### config.mk
export PLATFORM = sky130hd
export DESIGN_NAME = sc_fifo_wr_arb_flat
export DESIGN_NICKNAME = d
export VERILOG_FILES = /design/src/rtl/sc_fifo_wr_arb_if.sv /design/src/rtl/sc_fifo_wr_arb.sv /design/src/flat_wrapper.sv
export SDC_FILE = /design/constraint.sdc
export NUM_CORES = 1
export LEC_CHECK = 0
export CORE_AREA = 4 4 499 501
export DETAILED_ROUTE_END_ITERATION = 8
export DIE_AREA = 0 0 503 505
export HOLD_SLACK_MARGIN = 0.03
export REMOVE_ABC_BUFFERS = 1
export SLEW_MARGIN = 40
export SYNTH_ARGS = -nofsm -noshare
export SYNTH_HDL_FRONTEND = slang
export SYNTH_SLANG_ARGS = --single-unit
### constraint.sdc
create_clock -name clk_i -period 5.2 [get_ports clk_i]
set_input_delay 1.04 -clock clk_i [delete_from_list [all_inputs] [get_ports clk_i]]
set_output_delay 1.04 -clock clk_i [all_outputs]
set_load 0.02 [all_outputs]
### src/rtl/sc_fifo_wr_arb_if.sv
// Handshake bundle between N_SRC packet sources and the write port of a
// single-clock FIFO, as seen by the sc_fifo_wr_arb write arbiter.
interface sc_fifo_wr_arb_if #(
  parameter int N_SRC  = 4,
  parameter int DATA_W = 256
);
  logic [N_SRC-1:0]        req_valid_i;
  logic [N_SRC*DATA_W-1:0] req_data_i;
  logic [N_SRC-1:0]        req_last_i;
  logic [N_SRC-1:0]        req_ready_o;
  logic                    fifo_full_i;
  logic                    fifo_wr_en_o;
  logic [DATA_W-1:0]       fifo_data_o;
  logic [N_SRC-1:0]        grant_o;
  logic                    tmo_o;

  modport master (
    output req_valid_i, req_data_i, req_last_i, fifo_full_i,
    input  req_ready_o, fifo_wr_en_o, fifo_data_o, grant_o, tmo_o
  );

  modport slave (
    input  req_valid_i, req_data_i, req_last_i, fifo_full_i,
    output req_ready_o, fifo_wr_en_o, fifo_data_o, grant_o, tmo_o
  );
endinterface

### src/rtl/sc_fifo_wr_arb.sv
// Round-robin, packet-locked write arbiter sharing one FIFO write port between
// N_SRC sources, with an optional idle timeout that releases a stalled grant.
module sc_fifo_wr_arb #(
  parameter int N_SRC   = 4,
  parameter int DATA_W  = 256,
  parameter int TMO_CYC = 0
) (
  input  logic            clk_i,
  input  logic            rst_i,
  sc_fifo_wr_arb_if.slave bus
);
  localparam int PTR_W = (N_SRC > 1) ? $clog2(N_SRC) : 1;
  localparam int TMO_W = (TMO_CYC > 0) ? $clog2(TMO_CYC + 1) : 1;

  typedef enum logic {ARB, XFER} state_e;

  state_e             state_q, state_d;
  logic [N_SRC-1:0]   grant_q, grant_d;
  logic [PTR_W-1:0]   rr_ptr_q, rr_ptr_d;
  logic [PTR_W-1:0]   gidx_q, gidx_d;
  logic               sel_vld_q, sel_vld_d;
  logic [TMO_W-1:0]   tmo_cnt_q, tmo_cnt_d;
  logic               tmo_q, tmo_d;

  logic               win_found;
  logic [PTR_W-1:0]   win_idx;
  logic [PTR_W-1:0]   cand;

  always_ff @(posedge clk_i) begin
    if (rst_i) begin
      state_q   <= ARB;
      grant_q   <= '0;
      rr_ptr_q  <= PTR_W'(N_SRC - 1);
      gidx_q    <= '0;
      sel_vld_q <= 1'b0;
      tmo_cnt_q <= '0;
      tmo_q     <= 1'b0;
    end else begin
      state_q   <= state_d;
      grant_q   <= grant_d;
      rr_ptr_q  <= rr_ptr_d;
      gidx_q    <= gidx_d;
      sel_vld_q <= sel_vld_d;
      tmo_cnt_q <= tmo_cnt_d;
      tmo_q     <= tmo_d;
    end
  end

  always_comb begin
    state_d   = state_q;
    grant_d   = grant_q;
    rr_ptr_d  = rr_ptr_q;
    gidx_d    = gidx_q;
    sel_vld_d = sel_vld_q;
    tmo_cnt_d = tmo_cnt_q;
    tmo_d     = 1'b0;
    win_found = 1'b0;
    win_idx   = '0;
    cand      = '0;
    unique case (state_q)
      ARB: begin
        // Search starts one past the last released source, wrapping around.
        for (int unsigned i = 1; i <= N_SRC; i++) begin
          cand = PTR_W'((32'(rr_ptr_q) + i) % N_SRC);
          if (!win_found && bus.req_valid_i[cand]) begin
            win_found = 1'b1;
            win_idx   = cand;
          end
        end
        if (win_found) begin
          state_d          = XFER;
          grant_d          = '0;
          grant_d[win_idx] = 1'b1;
          gidx_d           = win_idx;
          sel_vld_d        = 1'b1;
          tmo_cnt_d        = '0;
        end
      end
      XFER: begin
        if (bus.fifo_wr_en_o && bus.req_last_i[gidx_q]) begin
          state_d   = ARB;
          grant_d   = '0;
          rr_ptr_d  = gidx_q;
          tmo_cnt_d = '0;
        end else if (bus.req_valid_i[gidx_q]) begin
          tmo_cnt_d = '0;
        end else if (TMO_CYC > 0) begin
          if (tmo_cnt_q == TMO_W'(TMO_CYC - 1)) begin
            state_d   = ARB;
            grant_d   = '0;
            rr_ptr_d  = gidx_q;
            tmo_cnt_d = '0;
            tmo_d     = 1'b1;
          end else begin
            tmo_cnt_d = tmo_cnt_q + TMO_W'(1);
          end
        end
      end
    endcase
  end

  // Write path is gated by rst_i so the reset cycle never issues a write.
  always_comb begin
    bus.req_ready_o  = '0;
    bus.fifo_wr_en_o = 1'b0;
    bus.fifo_data_o  = '0;
    if (sel_vld_q) begin
      bus.fifo_data_o = bus.req_data_i[32'(gidx_q) * DATA_W +: DATA_W];
    end
    if (state_q == XFER && !rst_i) begin
      bus.req_ready_o[gidx_q] = !bus.fifo_full_i;
      bus.fifo_wr_en_o        = bus.req_valid_i[gidx_q] & !bus.fifo_full_i;
    end
  end

  assign bus.grant_o = grant_q;
  assign bus.tmo_o   = tmo_q;
endmodule

### src/flat_wrapper.sv
// flat-port wrapper written by rule: the top's interface ports become plain ports
module sc_fifo_wr_arb_flat 
#(
  parameter int N_SRC   = 4,
  parameter int DATA_W  = 256,
  parameter int TMO_CYC = 0
)
  (clk_i, rst_i, bus_req_valid_i, bus_req_data_i, bus_req_last_i, bus_fifo_full_i, bus_req_ready_o, bus_fifo_wr_en_o, bus_fifo_data_o, bus_grant_o, bus_tmo_o);
  sc_fifo_wr_arb_if #(.N_SRC(N_SRC), .DATA_W(DATA_W)) bus_i ();
  input  logic clk_i;
  input  logic rst_i;
  input wire logic [$bits(bus_i.req_valid_i)-1:0] bus_req_valid_i;
  input wire logic [$bits(bus_i.req_data_i)-1:0] bus_req_data_i;
  input wire logic [$bits(bus_i.req_last_i)-1:0] bus_req_last_i;
  input wire logic [$bits(bus_i.fifo_full_i)-1:0] bus_fifo_full_i;
  output wire logic [$bits(bus_i.req_ready_o)-1:0] bus_req_ready_o;
  output wire logic [$bits(bus_i.fifo_wr_en_o)-1:0] bus_fifo_wr_en_o;
  output wire logic [$bits(bus_i.fifo_data_o)-1:0] bus_fifo_data_o;
  output wire logic [$bits(bus_i.grant_o)-1:0] bus_grant_o;
  output wire logic [$bits(bus_i.tmo_o)-1:0] bus_tmo_o;
  assign bus_i.req_valid_i = bus_req_valid_i;
  assign bus_i.req_data_i = bus_req_data_i;
  assign bus_i.req_last_i = bus_req_last_i;
  assign bus_i.fifo_full_i = bus_fifo_full_i;
  assign bus_req_ready_o = bus_i.req_ready_o;
  assign bus_fifo_wr_en_o = bus_i.fifo_wr_en_o;
  assign bus_fifo_data_o = bus_i.fifo_data_o;
  assign bus_grant_o = bus_i.grant_o;
  assign bus_tmo_o = bus_i.tmo_o;
  sc_fifo_wr_arb #(.N_SRC(N_SRC), .DATA_W(DATA_W), .TMO_CYC(TMO_CYC)) u_core (.clk_i(clk_i), .rst_i(rst_i), .bus(bus_i));
endmodule
==> metrics.cfg <==
[cts]
cts_tree=done
clock_latency_ps=240
cts_root_buf=clkbuf_16
postCtsSetupBuffers=0
clk_pin_slew_ps=40
h-tree-depth=1
numCtsBuffers=3
cts.sinks=10
cts_hold_buf=0
cts-resized-gates=0
clockBufferDepth=2

[worst_setup_path]
crit_buf_inv=2
worstPathCellList=clkdlybuf4s50_1, nor3b_1, and3b_1, clkdlybuf4s50_1
critPathMaxFanout=15
cp_top_family=buffers and inverters
path_class=in2out
path_common_cell=clkdlybuf4s50_1
crit_slowest_cell=nor3b_1
timing.critical_path.to_type=output pin
start_kind=input port
reg2reg_depth=4
critPathMaxStageDelay_ps=710
r2r_slack_ps=2870
r2r_end=u_core.rr_ptr_q[1]
arrival_ps=3290
required_ps=4160
rr_startpoint=u_core.gidx_q[1]

[power_and_ir_drop]
combPwrFrac_pct=92.6
clockPowerShare_pct=3.9
p_sw_share_pct=46.0
p_int_mw=1.90
p_seq_share_pct=3.5
p_sw_mw=1.62
power.leakage_nw=7.63
p_per_area_nw_per_um2=137
ir_drop_mv=0.0750

[run]
maxCapViolCount=0

[detailed_routing]
wl_um=244000
via_count=15215
drt_pass1_iterations=5
drt_iter0_markers=1290
antenna_left=0
via_per_inst=2.90
post_drt_wl_per_cell_um=46.5
drc_errors=0

[sta]
final-setup-viol-count=0
worstMarginPinSlew_ps=888
fmax_mhz=231
drv_slew=0
max_slew_margin_pct=40.6
fin_setup_tns_ps=0
period_share_pct=83.2
hold_violations=0
period_minus_slack_ps=4330
skew_ps=2.41
rsz0062_at_grt=no

[hold_path]
hold_start=u_core.bus.grant_o[0]
hold_path_class=reg2reg
hold_depth=2
hold_path_end=u_core.bus.grant_o[0]

[global_routing]
grt.total_usage_pct=18.3
grt_max_degree=89
grt_pass1_vias=14682
grt_overflow_total=0
antenna_found_initial=453
grt_pass1_wl_um=275000

[synthesis]
synth_top_area_share_pct=68.5
ys_warn_count=0
syn_inst=670
synthArstFlopShare_pct=0
synth_area_per_cell_sq_um=12.7
synth_largest_area_cell=mux4_2
ys_types=34
synth_edf_count=0
synth-seq-area-share_pct=2.36
netlist_top_cells_area=mux4_2 69%, and2_1 19%, buf_6 2.9%
ys.flop_type=dfxtp_1
synth_area_sq_um=8480
ys_ff_latch=10

[final_layout]
drive_above_1_share_pct=17.1
seq_area_sq_um=211
nNetsFinal=2953
area_growth_pct=203
multi_input_area_sq_um=7740
nFillCells=28125
layout.cells.non_filler=5247

[floorplan]
dieHeight_um=505
die_area_sq_um=254000
start_util_pct=3.46
rows=182
io_pins=1301
core_sq_um=245000
die_w_um=503

[run_status]
status=completed

[place]
dp_cells=5133
portBuffers=1299
dp_hpwl_um=232000
gp_congestion=1.10

-- sequential cells by signal (all words and copies together), names as in the netlist --
signal / cells
u_core.bus.grant_o: 4
u_core.gidx_q: 2
u_core.rr_ptr_q: 2
u_core.sel_vld_q: 1
u_core.state_q: 1
-- Yosys cell counts (3+ instances only) --
library cell	instances
dfxtp_1	10
nor2_1	7
buf_4	3
mux4_2	258
nand2b_1	3
inv_1	3
a21oi_1	4
buf_1	18
nand2_1	6
buf_2	12
o21ai_0	3
nand3b_1	5
clkbuf_1	35
buf_6	22
and2_1	256
-- worst reg2reg max path, stage by stage, from the launching register on --
cell     delay [ps]
dfxtp_4         880
buf_12          340
mux4_2          360
and3_1          310
a211o_1         330
-- power by group through the flow --
| stage | clock network (mW) | registers [mW] | logic, mW |
|---|---|---|---|
| after floorplan | 0 | 0.274 | 1.37 |
| after global placement | 0 | 0.145 | 3.28 |
| after detailed placement | 0 | 0.128 | 3.31 |
| after CTS | 0.138 | 0.127 | 3.33 |
| after global routing | 0.142 | 0.127 | 3.39 |
| final | 0.139 | 0.123 | 3.26 |
-- worst max path at each step --
stage | cells after the start | start | slack [ps] | to
floorplan | 1 | u_core.gidx_q[0] | -7630 | bus_req_ready_o[0]
global placement | 4 | u_core.gidx_q[0] | 970 | bus_fifo_data_o[12]
detailed placement | 4 | rst_i | 950 | bus_req_ready_o[2]
CTS | 5 | u_core.gidx_q[0] | 870 | bus_fifo_data_o[12]
global route | 5 | rst_i | 820 | bus_req_ready_o[1]
finish | 4 | rst_i | 870 | bus_req_ready_o[2]
-- layout by cell type, fill, tap and decap left out --
cell type	count
clkdlybuf4s50_1	1274
mux4_2	258
and2_1	256
diode_2	110
buf_4	30
buf_12	16
buf_2	13
nor2_1	7
dfxtp_1	7
nand2_1	6
nand3b_1	5
a21oi_1	4
nand2b_1	3
inv_1	3
o21ai_0	3
clkbuf_16	3
dfxtp_4	3
and3_1	2
a31oi_1	2
nand3_1	2
a21o_1	2
a211o_1	2
o22ai_1	2
nor3b_1	1
and3b_1	1
nor4_1	1
o31a_1	1
nor2_2	1
a21bo_2	1
or2b_1	1
nor3_1	1
o32ai_1	1
or4_4	1
o32ai_2	1
a211oi_1	1
conb_1	1
clkbuf_1	1
-- routing by layer --
metal	part of all wire [%]	GRT usage (%)	wire length, um	vias up
met5	0.94	0	2300	-
met4	4.5	5.57	11000	340
met3	17	13.8	42000	796
met2	43	29.1	106000	1707
met1	34	18.6	82700	6987
li1	-	-	-	5385
-- cell type report --
| cell class | instances | share of cell area, % |
|---|---|---|
| antenna | 110 | 1.07 |
| clock buffer | 4 | 0.307 |
| inverter | 3 | 0.0438 |
| multi-input combinational | 567 | 30.1 |
| sequential | 10 | 0.823 |
| tap | 3220 | 15.7 |
| timing repair buffer | 1333 | 52.0 |
-- stage by stage --
step                      power, mW  util (%)  hold WS, ps  cell area [sq um]  setup slack [ps]
after global routing           3.66      10.4          548              25600               823
final                          3.52      10.5          538              25700               871
after floorplan                1.64         -          486               7950             -7630
after global placement         3.43      10.4          504              25400               966
after detailed placement       3.44      10.4          521              25400               948
after CTS                      3.59      10.4          532              25400               867
-- cell families (layout without fill, tap and decap cells) --
| family | after synthesis | count (layout) | share of synthesized area (%) |
|---|---|---|---|
| compound gates | 20 | 20 | 1.70 |
| buf+inv | 93 | 1340 | 6.37 |
| flops | 10 | 10 | 2.36 |
| mux | 258 | 258 | 68.5 |
| other cells | 1 | 111 | 0.0442 |
| simple gates | 288 | 288 | 21.0 |
Note: power is estimated with default switching activity, not from simulation.
